## src/rtl/fp_denorm_pipe.sv

```systemverilog
// IEEE-754 binary float to unsigned Q0.OUT_W fixed point, LANES operands per
// transfer, through three registered stages with valid/ready flow control.
module fp_denorm_pipe #(
  parameter int EXP_W = 11,
  parameter int MAN_W = 52,
  parameter int BIAS  = 1023,
  parameter int OUT_W = 64,
  parameter int LANES = 2,
  parameter int CNT_W = 16
) (
  input  logic                              clk,
  input  logic                              rst,
  input  logic                              in_valid,
  output logic                              in_ready,
  input  logic [LANES*(1+EXP_W+MAN_W)-1:0]  in_data,
  output logic                              out_valid,
  input  logic                              out_ready,
  output logic [LANES*OUT_W-1:0]            out_data,
  output logic [LANES*4-1:0]                out_flags,
  output logic [CNT_W-1:0]                  sat_count,
  input  logic                              sat_clear
);

  localparam int W      = 1 + EXP_W + MAN_W;
  localparam int SIG_W  = MAN_W + 1;
  localparam int SHA_W  = ($clog2(OUT_W) > 4) ? $clog2(OUT_W) : 4;
  localparam int BIAS_W = $clog2(BIAS + 2);
  localparam int MAX_EB = (EXP_W > BIAS_W) ? EXP_W : BIAS_W;
  localparam int SH_W   = ((MAX_EB > SHA_W) ? MAX_EB : SHA_W) + 2;
  localparam int POP_W  = $clog2(LANES + 1);
  localparam logic signed [SH_W-1:0] OUT_LIM = SH_W'(OUT_W);

  typedef enum logic [2:0] {K_INV, K_ZERO, K_OVF, K_UNF, K_NORM} kind_e;

  typedef struct packed {
    kind_e              kind;
    logic [OUT_W-1:0]   mag;
    logic [SHA_W-1:0]   sh;
    logic               sticky;
  } s1_t;

  typedef struct packed {
    kind_e              kind;
    logic [OUT_W-1:0]   mag;
    logic [2:0]         fine;
    logic               sticky;
  } s2_t;

  logic v1_q, v1_d, v2_q, v2_d, v3_q, v3_d;
  logic rdy_q;
  logic ready1, ready2, ready3;
  logic [LANES-1:0] ovf_lane;
  logic [POP_W-1:0] inc;
  logic [CNT_W:0]   sum;
  logic [CNT_W-1:0] sat_q, sat_d;

  // A stage may load when empty or when its occupant leaves this cycle.
  assign ready3    = ~v3_q | out_ready;
  assign ready2    = ~v2_q | ready3;
  assign ready1    = ~v1_q | ready2;
  assign in_ready  = rdy_q & ready1;
  assign out_valid = v3_q;
  assign sat_count = sat_q;

  // NOTE: every variable written in always_comb gets a default first, so no
  // path leaves it unassigned and no latch is inferred.
  always_comb begin
    v1_d = v1_q;
    v2_d = v2_q;
    v3_d = v3_q;
    if (ready1) v1_d = in_valid & rdy_q;
    if (ready2) v2_d = v1_q;
    if (ready3) v3_d = v2_q;
  end

  always_comb begin
    inc = '0;
    if (out_valid && out_ready) begin
      for (int i = 0; i < LANES; i++) inc = inc + POP_W'(ovf_lane[i]);
    end
    sum   = {1'b0, sat_q} + (CNT_W+1)'(inc);
    sat_d = sum[CNT_W] ? '1 : sum[CNT_W-1:0];
    if (sat_clear) sat_d = '0;
  end

  // NOTE: sequential state uses non-blocking assignments so every flop
  // samples pre-edge values regardless of statement order.
  always_ff @(posedge clk or posedge rst) begin
    if (rst) begin
      rdy_q <= 1'b0;
      v1_q  <= 1'b0;
      v2_q  <= 1'b0;
      v3_q  <= 1'b0;
      sat_q <= '0;
    end else begin
      rdy_q <= 1'b1;
      v1_q  <= v1_d;
      v2_q  <= v2_d;
      v3_q  <= v3_d;
      sat_q <= sat_d;
    end
  end

  for (genvar i = 0; i < LANES; i++) begin : g_lane
    logic [W-1:0]             lane;
    logic                     sign;
    logic [EXP_W-1:0]         expo;
    logic [MAN_W-1:0]         man;
    logic [SIG_W+OUT_W-1:0]   wide;
    logic signed [SH_W-1:0]   sh;
    s1_t                      s1_d, s1_q;
    s2_t                      s2_d, s2_q;
    logic [2*OUT_W-1:0]       coarse_ext, fine_ext;
    logic [OUT_W-1:0]         data_d, data_q;
    logic [3:0]               flags_d, flags_q;

    assign lane = in_data[i*W +: W];
    assign sign = lane[W-1];
    assign expo = lane[W-2 -: EXP_W];
    assign man  = lane[MAN_W-1:0];
    // Top OUT_W bits are the left-aligned significand; the rest is what got truncated.
    assign wide = {1'b1, man, {OUT_W{1'b0}}};
    assign sh   = SH_W'(BIAS) - SH_W'(1) - SH_W'(expo);

    always_comb begin
      s1_d.kind   = K_NORM;
      s1_d.mag    = wide[SIG_W+OUT_W-1 -: OUT_W];
      s1_d.sh     = sh[SHA_W-1:0];
      s1_d.sticky = |wide[SIG_W-1:0];
      if (sign || (&expo))       s1_d.kind = K_INV;
      else if (expo == '0)       s1_d.kind = K_ZERO;
      else if (sh[SH_W-1])       s1_d.kind = K_OVF;
      else if (sh >= OUT_LIM)    s1_d.kind = K_UNF;
    end

    assign coarse_ext = {s1_q.mag, {OUT_W{1'b0}}} >> {s1_q.sh[SHA_W-1:3], 3'b000};

    always_comb begin
      s2_d.kind   = s1_q.kind;
      s2_d.mag    = coarse_ext[2*OUT_W-1:OUT_W];
      s2_d.fine   = s1_q.sh[2:0];
      s2_d.sticky = s1_q.sticky | (|coarse_ext[OUT_W-1:0]);
    end

    assign fine_ext = {s2_q.mag, {OUT_W{1'b0}}} >> s2_q.fine;

    always_comb begin
      data_d  = '0;
      flags_d = 4'b0000;
      case (s2_q.kind)
        K_INV:  flags_d = 4'b1000;
        K_OVF: begin
          data_d  = '1;
          flags_d = 4'b0100;
        end
        K_UNF:  flags_d = 4'b0011;
        K_NORM: begin
          data_d  = fine_ext[2*OUT_W-1:OUT_W];
          flags_d = {3'b000, s2_q.sticky | (|fine_ext[OUT_W-1:0])};
        end
        default: ;
      endcase
    end

    // NOTE: internal payload flops carry no reset; the stage valid bits
    // alone decide whether their contents mean anything.
    always_ff @(posedge clk) begin
      if (in_valid && in_ready) s1_q <= s1_d;
      if (v1_q && ready2)       s2_q <= s2_d;
    end

    always_ff @(posedge clk or posedge rst) begin
      if (rst) begin
        data_q  <= '0;
        flags_q <= '0;
      end else if (v2_q && ready3) begin
        data_q  <= data_d;
        flags_q <= flags_d;
      end
    end

    assign out_data[i*OUT_W +: OUT_W] = data_q;
    assign out_flags[i*4 +: 4]        = flags_q;
    assign ovf_lane[i]                = flags_q[2];
  end

endmodule

```

## config.mk

```make
export PLATFORM = sky130hd
export DESIGN_NAME = fp_denorm_pipe
export DESIGN_NICKNAME = d
export VERILOG_FILES = /design/src/rtl/fp_denorm_pipe.sv
export SDC_FILE = /design/constraint.sdc
export NUM_CORES = 1
export LEC_CHECK = 0
export BUFFER_PORTS_ARGS = -buffer_cell sky130_fd_sc_hd__buf_2
export CORE_ASPECT_RATIO = 0.8
export CORE_MARGIN = 1.5
export CORE_UTILIZATION = 30
export CTS_CLUSTER_DIAMETER = 30
export CTS_CLUSTER_SIZE = 24
export DETAILED_ROUTE_END_ITERATION = 6
export GPL_TIMING_DRIVEN = 0
export PLACE_DENSITY = 0.54
export SLEW_MARGIN = 10
export SYNTH_ARGS = -nofsm -noshare
export SYNTH_HDL_FRONTEND = slang
export SYNTH_SLANG_ARGS = --single-unit
```

## constraint.sdc

```tcl
create_clock -name clk -period 18.7 [get_ports clk]
set_input_delay 3.74 -clock clk [delete_from_list [all_inputs] [get_ports clk]]
set_output_delay 3.74 -clock clk [all_outputs]
set_load 0.05 [all_outputs]
```

==> results of run 1 <==
## kinds of logic (layout without fill, tap and decap cells)
group / Yosys count / count (layout) / share of synthesized area [%]
compound gates: 447 / 447 / 11.11
fa+ha+maj: 10 / 10 / 0.5766
flops: 420 / 420 / 51.43
xor+xnor: 19 / 19 / 0.7234
simple gates: 587 / 587 / 11.22
other cells: 1 / 2 / 0.01630
mux: 367 / 367 / 21.27
buf+inv: 182 / 646 / 3.650
## area by class of cell
| cell class | count | area, um2 | area share [%] |
|---|---|---|---|
| flip-flops and latches | 420 | 11830 | 40.69 |
| inverters | 26 | 105.1 | 0.3615 |
| multi-input cells | 1431 | 10340 | 35.57 |
| diodes | 1 | 2.502 | 0.008607 |
| plain buffers | 156 | 742.0 | 2.552 |
| repair buffers | 292 | 1604 | 5.517 |
| well taps | 1012 | 1266 | 4.355 |
| clock inverters | 66 | 723.2 | 2.487 |
| clock buffers | 106 | 2459 | 8.456 |
## synthesized netlist by cell type, types with 13 or more instances
cell and instances:
nand3_1 17, mux4_2 82, buf_2 41, clkbuf_1 80
buf_4 16, a21oi_1 170, inv_1 25, and2_1 24
edfxtp_1 264, o21ai_0 178, dfrtp_1 156, nor2_1 79
mux2i_1 178, nand2_1 371, nor4_1 13, a22o_1 16
mux2_2 97, a221oi_1 24, o22ai_1 14, buf_1 13
## state kept, by name, summed over array words and instances, names as in the netlist
signal          flops
g_lane.flags_q      8
g_lane.s1_q       122
v1_q                1
rdy_q               1
sat_count          16
v2_q                1
out_valid           1
g_lane.data_q     128
g_lane.s2_q       142
## power by group
| group | internal [mW] | switching [mW] |
|---|---|---|
| clock network | 1.10 | 0.537 |
| registers | 1.08 | 0.0606 |
| logic | 0.167 | 0.409 |
| total | 2.34 | 1.01 |
## per-layer routing
metal	GRT usage [%]	vias up	part of all wire, %
li1	-	8368	-
met1	30.01	8950	49
met2	27.21	685	40
met3	6.226	110	8.8
met4	4.762	2	2.0
met5	0	-	0.010
## final timing paths
check	slack [ps]	to	cells past startpoint
worst min register to register	410	g_lane[0].s2_q[69]	0
min in group asynchronous	3150	sat_count[15]	2
max in group asynchronous	14690	g_lane[0].data_q[22]	3
worst max register to register	15530	sat_count[6]	10
worst min-delay path	410	g_lane[0].s2_q[69]	0
worst max-delay path	9700	in_ready	5
==> metrics.cfg, run 1 <==
[yosys]
synth_area_leaders = edfxtp_1 (34%), dfrtp_1 (17%), mux4_2 (8.0%), mux2i_1 (7.7%), nand2_1 (6.1%)
synth_ff_type = edfxtp_1
synth-edff-count = 264
syn_nets = 2176
ys_seq_area_share_pct = 51.43
ys_ff_latch = 420
syn_area_per_cell_um2 = 11.31
netlist_area_mm2 = 0.02300
synthCells = 2033
synth_top_area_share_pct = 34.46
yosysWarningCount = 0
synth_top_cell_by_area = edfxtp_1
synthArstFlopShare_pct = 37.14
ys_types = 71

[clock_network]
clk_latency_ps = 620
cts_tree = built
clock-sinks = 420
htree_levels = 3
cts_root_buf = clkbuf_16
cts-resized-gates = 0
postCtsHoldBufs = 0
clkTransAtPathRegs_ps = 50
cts_buffers = 92
ctsLongestPathBuffers = 3
post_cts_buffers = 0

[worst_setup_path]
critical_path.max_fanout = 4
crit_type = in -> out
reg2reg_from = g_lane[0].flags_q[2]
critPathLaunch = out_ready
crit_top_cell = buf_2
endpoint_kind = output pin
cp_cell_sequence = buf_2 > nand2b_1 > nor2_1 > a21boi_0 > buf_2
cpMaxStageDelayCell = a21boi_0
crit_path_start_kind = input port
required_ps = 14960
critPathTopFamily = compound AO/OA/AOI/OAI gates
worstPathArrival_ps = 5260
max_stage_delay_ps = 640
path_buf_inv = 2

[flow_run]
drv_cap = 0

[sta]
tns_ps = 0
holdWs_ps = 409.1
finalClockSkew_ps = 22.02
max_slew_margin_pct = 35.95
hold_viol_final = 0
setup_ws_ps = 9700
maxSlewViolCount = 0
setup_viol = 0
fin_crit_sh_pct = 48.13
rsz0062_at_grt = false
fmax_mhz = 111.1
worstMarginPinSlew_ps = 950.7
fin_crit_ps = 9000

[global_routing]
antenna_found_initial = 2
grt_pass1_vias = 17971
grt_max_degree = 100
grt_pass1_wl_um = 116500
grt_use_total_pct = 19.87
grt_overflow = 0

[floorplanning]
ios = 287
die_w_um = 312.6
rows = 90
core_mm2 = 0.07567
start_util_pct = 30.40
fp.dieH_um = 250.7
dieArea_mm2 = 0.07836

[routing]
wl_um = 79730
vias = 18115
vias_per_cell = 5.161
wl_per_cell_um = 22.72
dr.first_iter.drc_count = 1733
dr.pass1.iters = 5
drc = 0
ant_nets = 0

[placed_design]
io_buffer_count = 285
dp_hpwl_um = 62630
dp_cells = 3337
placed_cell_area_mm2 = 0.02589
place.gp.congestion = 0.9751
preCtsSetupSlack_ps = 9544

[finish]
postLayoutCellArea_mm2 = 0.02908
nFillCells = 7396
num-nets-final = 2562
fin_cells = 3510
area_growth_pct = 26.40
postLayoutCoreUtil_pct = 38.42
final_cell_mix = nand2_1 (371), buf_2 (326), edfxtp_1 (264), o21ai_0 (178), mux2i_1 (178)
final_common_cell = nand2_1
drive_above_1_share_pct = 28.31

[power_and_ir_drop]
powerDensity_mw_per_mm2 = 115.1
p_leak_nw = 12.09
p_total_mw = 3.348
irDropWorstVdd_mv = 0.07131

[run_status]
status = finished clean

[worst_hold_path]
min_from = g_lane[0].s1_q[72]
hold_path_class = reg -> reg

Note: power is estimated with default switching activity, not from simulation.
==> run 2: changes to the inputs <==
PLACE_DENSITY = 0.55   (was 0.54)
clock period = 8.1 ns   (was 18.7 ns; I/O delays follow)
==> run 2 against run 1 <==
  * Clock-buffer cell count decreased by 2
  * Utilization is 0.074 points higher
  * Critical path depth stayed put
  * Final area is 0.19% higher
  * Worst hold slack better by 4.2 ps
  * Non-clock buffer count is the same
  * Setup slack got worse by 6300 ps
  * Critical endpoint unchanged
  * Largest cell class unchanged
==> metrics.cfg, run 2 (synthesis results as in run 1) <==
[worst_setup_path]
endpoint_kind = output pin
critPathTopFamily = compound AO/OA/AOI/OAI gates
crit_path_start_kind = input port
cp_cell_sequence = buf_2 > nand2b_1 > nor2_1 > a21boi_0 > buf_2
max_stage_delay_ps = 600
required_ps = 6480
crit_type = in -> out
worstPathArrival_ps = 3070
reg2reg_from = g_lane[0].flags_q[2]
critPathLaunch = out_ready
path_buf_inv = 2
crit_top_cell = buf_2
cpMaxStageDelayCell = a21boi_0
critical_path.max_fanout = 4

[global_routing]
grt_overflow = 0
grt_max_degree = 105
grt_pass1_vias = 18057
grt_pass1_wl_um = 117000
grt_use_total_pct = 19.96
antenna_found_initial = 1

[clock_network]
cts_root_buf = clkbuf_16
cts_buffers = 94
cts_tree = built
clk_latency_ps = 630
postCtsHoldBufs = 0
htree_levels = 3
cts-resized-gates = 0
post_cts_buffers = 0
clkTransAtPathRegs_ps = 50
clock-sinks = 420
ctsLongestPathBuffers = 3

[sta]
fmax_mhz = 213.2
maxSlewViolCount = 0
fin_crit_ps = 4690
tns_ps = 0
hold_viol_final = 0
max_slew_margin_pct = 28.71
finalClockSkew_ps = 32.86
rsz0062_at_grt = false
worstMarginPinSlew_ps = 1058
setup_viol = 0
fin_crit_sh_pct = 57.90

[placed_design]
io_buffer_count = 285
place.gp.congestion = 0.9311
dp_cells = 3337
placed_cell_area_mm2 = 0.02589
dp_hpwl_um = 63350

[finish]
register_area_mm2 = 0.01183
area_growth_pct = 26.64
num-nets-final = 2564
final_cell_mix = nand2_1 (371), buf_2 (326), edfxtp_1 (264), o21ai_0 (178), mux2i_1 (178)
drive_above_1_share_pct = 28.66
regMostFlops = g_lane.s2_q
multiInputGateArea_mm2 = 0.01034
fin_cells = 3515
postLayoutCellArea_mm2 = 0.02913
nFillCells = 7446
reg.largest.list = g_lane.s2_q x142, g_lane.data_q x128, g_lane.s1_q x122
final_common_cell = nand2_1
postLayoutCoreUtil_pct = 38.50
largest_register_ffs = 142

[routing]
drc = 0
wl_per_cell_um = 22.81
wl_um = 80190
vias_per_cell = 5.206
dr.pass1.iters = 5
ant_nets = 0
dr.first_iter.drc_count = 1688
vias = 18299

[floorplanning]
rows = 90
start_util_pct = 30.40
core_mm2 = 0.07567
die_w_um = 312.6
fp.dieH_um = 250.7
dieArea_mm2 = 0.07836
ios = 287

[worst_hold_path]
hold_path_class = reg -> reg
min_from = g_lane[1].s1_q[2]

[power_and_ir_drop]
powerDensity_mw_per_mm2 = 267.3
p_leak_nw = 12.12
irDropWorstVdd_mv = 0.1556

[run_status]
status = finished clean

[flow_run]
drv_cap = 0

-- run 2: changes by cell type in the layout (fill, tap and decap cells not counted), sizes merged --
cell / before / now
clkbuf: 186 / 184
clkinv: 31 / 38
clkinvlp: 12 / 13
inv: 38 / 37
-- run 2: metrics by stage --
| stage | power (mW) | worst slack [ps] | hold WS, ps |
|---|---|---|---|
| after CTS | 7.851 | 3184 | 417.8 |
| after global routing | 8.066 | 3094 | 428.0 |
| after detailed placement | 3.985 | 3194 | 404.5 |
| final | 7.787 | 3410 | 413.4 |
| after global placement | 3.973 | 418.0 | 409.6 |
| after floorplan | 3.522 | 1599 | 400.3 |
-- run 2: power by group --
part / internal, mW / switching, mW
logic: 0.385 / 0.947
registers: 2.49 / 0.141
clock network: 2.55 / 1.28
total: 5.42 / 2.36
-- run 2: routing by layer --
layer	routed length, um	share of wire, %	vias up	global-route usage [%]
met5	12	0.015	-	0
met4	1748	2.2	2	5.535
met3	7253	9.0	125	5.994
met2	32730	41	736	27.80
met1	38440	48	9078	29.62
li1	-	-	8358	-
-- run 2: path summary, 6_finish.rpt --
path	to	slack, ps	depth (start not counted)
setup reg to reg	sat_count[5]	4920	10
max in group asynchronous	g_lane[0].flags_q[3]	6250	3
setup / recovery	in_ready	3410	5
min in group asynchronous	sat_count[0]	1020	2
hold / removal	g_lane[1].s2_q[2]	410	0
hold reg to reg	g_lane[1].s2_q[2]	410	0
-- run 2: worst reg2reg max path, delay by kind of cell (launching register included) --
kind	cells	cell delay, ps
compound gates	1	220
fa+ha+maj	3	930
buf+inv	2	360
flops	1	460
simple gates	4	1130
-- run 2: layout make-up --
class / count / share of cell area [%]
timing repair buffer: 292 / 5.506
inverter: 26 / 0.3608
antenna: 1 / 0.008590
buffer: 156 / 2.547
tap: 1012 / 4.347
sequential: 420 / 40.61
multi-input combinational: 1431 / 35.50
clock buffer: 104 / 8.422
clock inverter: 73 / 2.693
==> run 3: changes to the inputs <==
ABC_AREA = 1   (was unset)
PLACE_DENSITY = 0.54   (was 0.55)
clock period = 4.5 ns   (was 8.1 ns; I/O delays follow)
==> run 3 against run 2 <==
  * The run now ends with DRC left
  * Worst hold slack got worse by 99 ps
  * Sequential power rose by 89%
  * Utilization fell by 0.12 points
  * Setup slack got worse by 1600 ps
  * Critical path depth rose by 7
  * Final area fell by 0.76%
  * Clock power rose by 79%
  * Via count rose by 11%
  * Die area fell by 0.73%
  * Area after synthesis fell by 0.73%
  * Non-clock buffer count did not move
  * Critical path type is now reg -> reg
  * Largest cell class unchanged
==> metrics.cfg, run 3 <==
[clock_network]
cts_root_buf = clkbuf_16
cts_tree = built
clkTransAtPathRegs_ps = 50
ctsLongestPathBuffers = 3
postCtsHoldBufs = 0
clk_latency_ps = 640
cts_buffers = 92
cts-resized-gates = 0
clock-sinks = 420
htree_levels = 3
post_cts_buffers = 0

[worst_hold_path]
hold_path_class = in -> async

[routing]
vias_per_cell = 4.907
dr.first_iter.drc_count = 2117
dr.pass1.iters = 7
drc = 2
wl_per_cell_um = 19.99
wl_um = 82750
vias = 20309
ant_nets = 0

[yosys]
ys_ff_latch = 420
synth_top_area_share_pct = 34.72
synth_most_common_cell = nand2_1
netlist_area_mm2 = 0.02283
synth_ff_type = edfxtp_1
yosysWarningCount = 0
synthArstFlopShare_pct = 37.14
ys_types = 48
syn_area_per_cell_um2 = 8.594
synth-edff-count = 264
synthCells = 2657
synth_common_cells = nand2_1 (718), nand3_1 (312), edfxtp_1 (264)
syn_nets = 2800
ys_seq_area_share_pct = 51.81
synth_top_cell_by_area = edfxtp_1
synth_area_leaders = edfxtp_1 (35%), dfrtp_1 (17%), nand2_1 (12%), nand3_1 (6.8%), mux2i_1 (5.1%)

[finish]
num-nets-final = 3186
area_growth_pct = 26.61
final_common_cell = nand2_1
postLayoutCellArea_mm2 = 0.02891
final_cell_mix = nand2_1 (718), buf_2 (354), nand3_1 (312), edfxtp_1 (264), inv_1 (195)
drive_above_1_share_pct = 22.26
postLayoutCoreUtil_pct = 38.38
regMostFlops = g_lane.s2_q
largest_register_ffs = 142
reg.largest.list = g_lane.s2_q x142, g_lane.data_q x128, g_lane.s1_q x122

[worst_setup_path]
crit_top_cell = inv_1
critical_path.max_fanout = 10
required_ps = 5060
cpMaxStageDelayCell = dfrtp_1
worstPathArrival_ps = 3260
max_stage_delay_ps = 420
cp_cell_sequence = ha_1 > and3_1 > ha_1 > inv_1 > fa_1 > inv_1 > nand4_1 > nor2_1 > nand3_2 > inv_2 > o21ai_0 > inv_1
crit_type = reg -> reg
crit_path_start_kind = flop
endpoint_kind = flop

[power_and_ir_drop]
p_total_mw = 15.02
powerDensity_mw_per_mm2 = 519.5
irDropWorstVdd_mv = 0.2915
p_leak_nw = 12.67

[sta]
fin_crit_sh_pct = 59.92
hold_viol_final = 0
maxSlewViolCount = 0
fin_crit_ps = 2697
worstMarginPinSlew_ps = 792.2
finalClockSkew_ps = 18.72
setup_viol = 0
max_slew_margin_pct = 47.19
fmax_mhz = 370.8
rsz0062_at_grt = false

[global_routing]
grt_use_total_pct = 20.87
grt_max_degree = 73
grt_overflow = 0
antenna_found_initial = 13
grt_pass1_vias = 18927
grt_pass1_wl_um = 122900

[placed_design]
place.gp.congestion = 0.9672
placed_cell_area_mm2 = 0.02568
io_buffer_count = 286
dp_hpwl_um = 64860

[run_status]
status = finished, violations left
failed_checks = DRC

[floorplanning]
rows = 90
die_w_um = 311.5
core_mm2 = 0.07533
dieArea_mm2 = 0.07779
fp.dieH_um = 249.8
ios = 287
start_util_pct = 30.31

[flow_run]
drv_cap = 0

-- run 3: cell count changes after synthesis, moves of 82 or more --
cell / delta
mux4_2: -82
o21ai_1: +138
mux2_2: -97
nand2_1: +347
a21oi_1: -128
or2_2: +86
nand3_1: +295
inv_1: +173
-- run 3: routing by layer --
metal,up-vias,share of wire (%),track usage [%]
met3,133,8.2,4.753
met2,835,38,27.06
met5,-,0.11,0
met1,9580,52,33.49
met4,14,2.2,5.826
li1,9747,-,-
-- run 3: per-stage QoR --
stage / setup slack [ps] / hold WS [ps] / TNS [ps] / cells
finish: 1803 / 313.9 / 0 / 4139
CTS: 1785 / 300.1 / 0 / 4134
floorplan: 12.08 / 400.3 / 0 / 2657
global route: 1588 / 331.1 / 0 / 4138
detailed placement: 1485 / 409.8 / 0 / 3961
global placement: -1402 / 404.9 / -358490 / 3955
-- run 3: where the power goes --
| group | internal (mW) | switching [mW] |
|---|---|---|
| logic | 0.757 | 2.46 |
| registers | 4.63 | 0.336 |
| clock network | 4.51 | 2.33 |
-- run 3: final timing paths --
kind	from	end	slack [ps]	cells past startpoint
worst max-delay path	g_lane[1].flags_q[2]	sat_count[11]	1800	12
worst min-delay path	rst	sat_count[3]	310	2
worst max register to register	g_lane[1].flags_q[2]	sat_count[11]	1800	12
worst min register to register	g_lane[0].s1_q[71]	g_lane[0].s2_q[68]	420	0
max in group asynchronous	rst	g_lane[0].data_q[41]	3350	4
min in group clk	g_lane[0].s1_q[71]	g_lane[0].s2_q[68]	420	0
-- run 3: critical path, delay by kind of cell, from the launching register on --
kind | cells | cell delay (ps)
compound gates | 1 | 100
fa+ha+maj | 3 | 860
simple gates | 4 | 850
flops | 1 | 420
buf+inv | 4 | 390
-- run 3: layout make-up --
| cell class | count | area (um2) |
|---|---|---|
| fill | 7794 | 46420 |
| sequential | 420 | 11830 |
| antenna | 5 | 12.51 |
| clock inverter | 73 | 835.8 |
| inverter | 208 | 794.5 |
| timing repair buffer | 292 | 1567 |
| multi-input combinational | 1873 | 9382 |
| clock buffer | 100 | 2382 |
| buffer | 156 | 840.8 |
| tap | 1012 | 1266 |
-- run 3: logic make-up after synthesis --
| logic type | count (synthesis) | share of synthesized area (%) |
|---|---|---|
| AOI/OAI and AO/OA | 413 | 9.622 |
| xor gates and xnor gates | 25 | 0.9589 |
| adders and majority gates | 10 | 0.5808 |
| buffers and inverters | 364 | 7.101 |
| DFF | 420 | 51.81 |
| muxes | 116 | 5.085 |
| other | 1 | 0.01642 |
| and+or+nand+nor | 1308 | 24.82 |
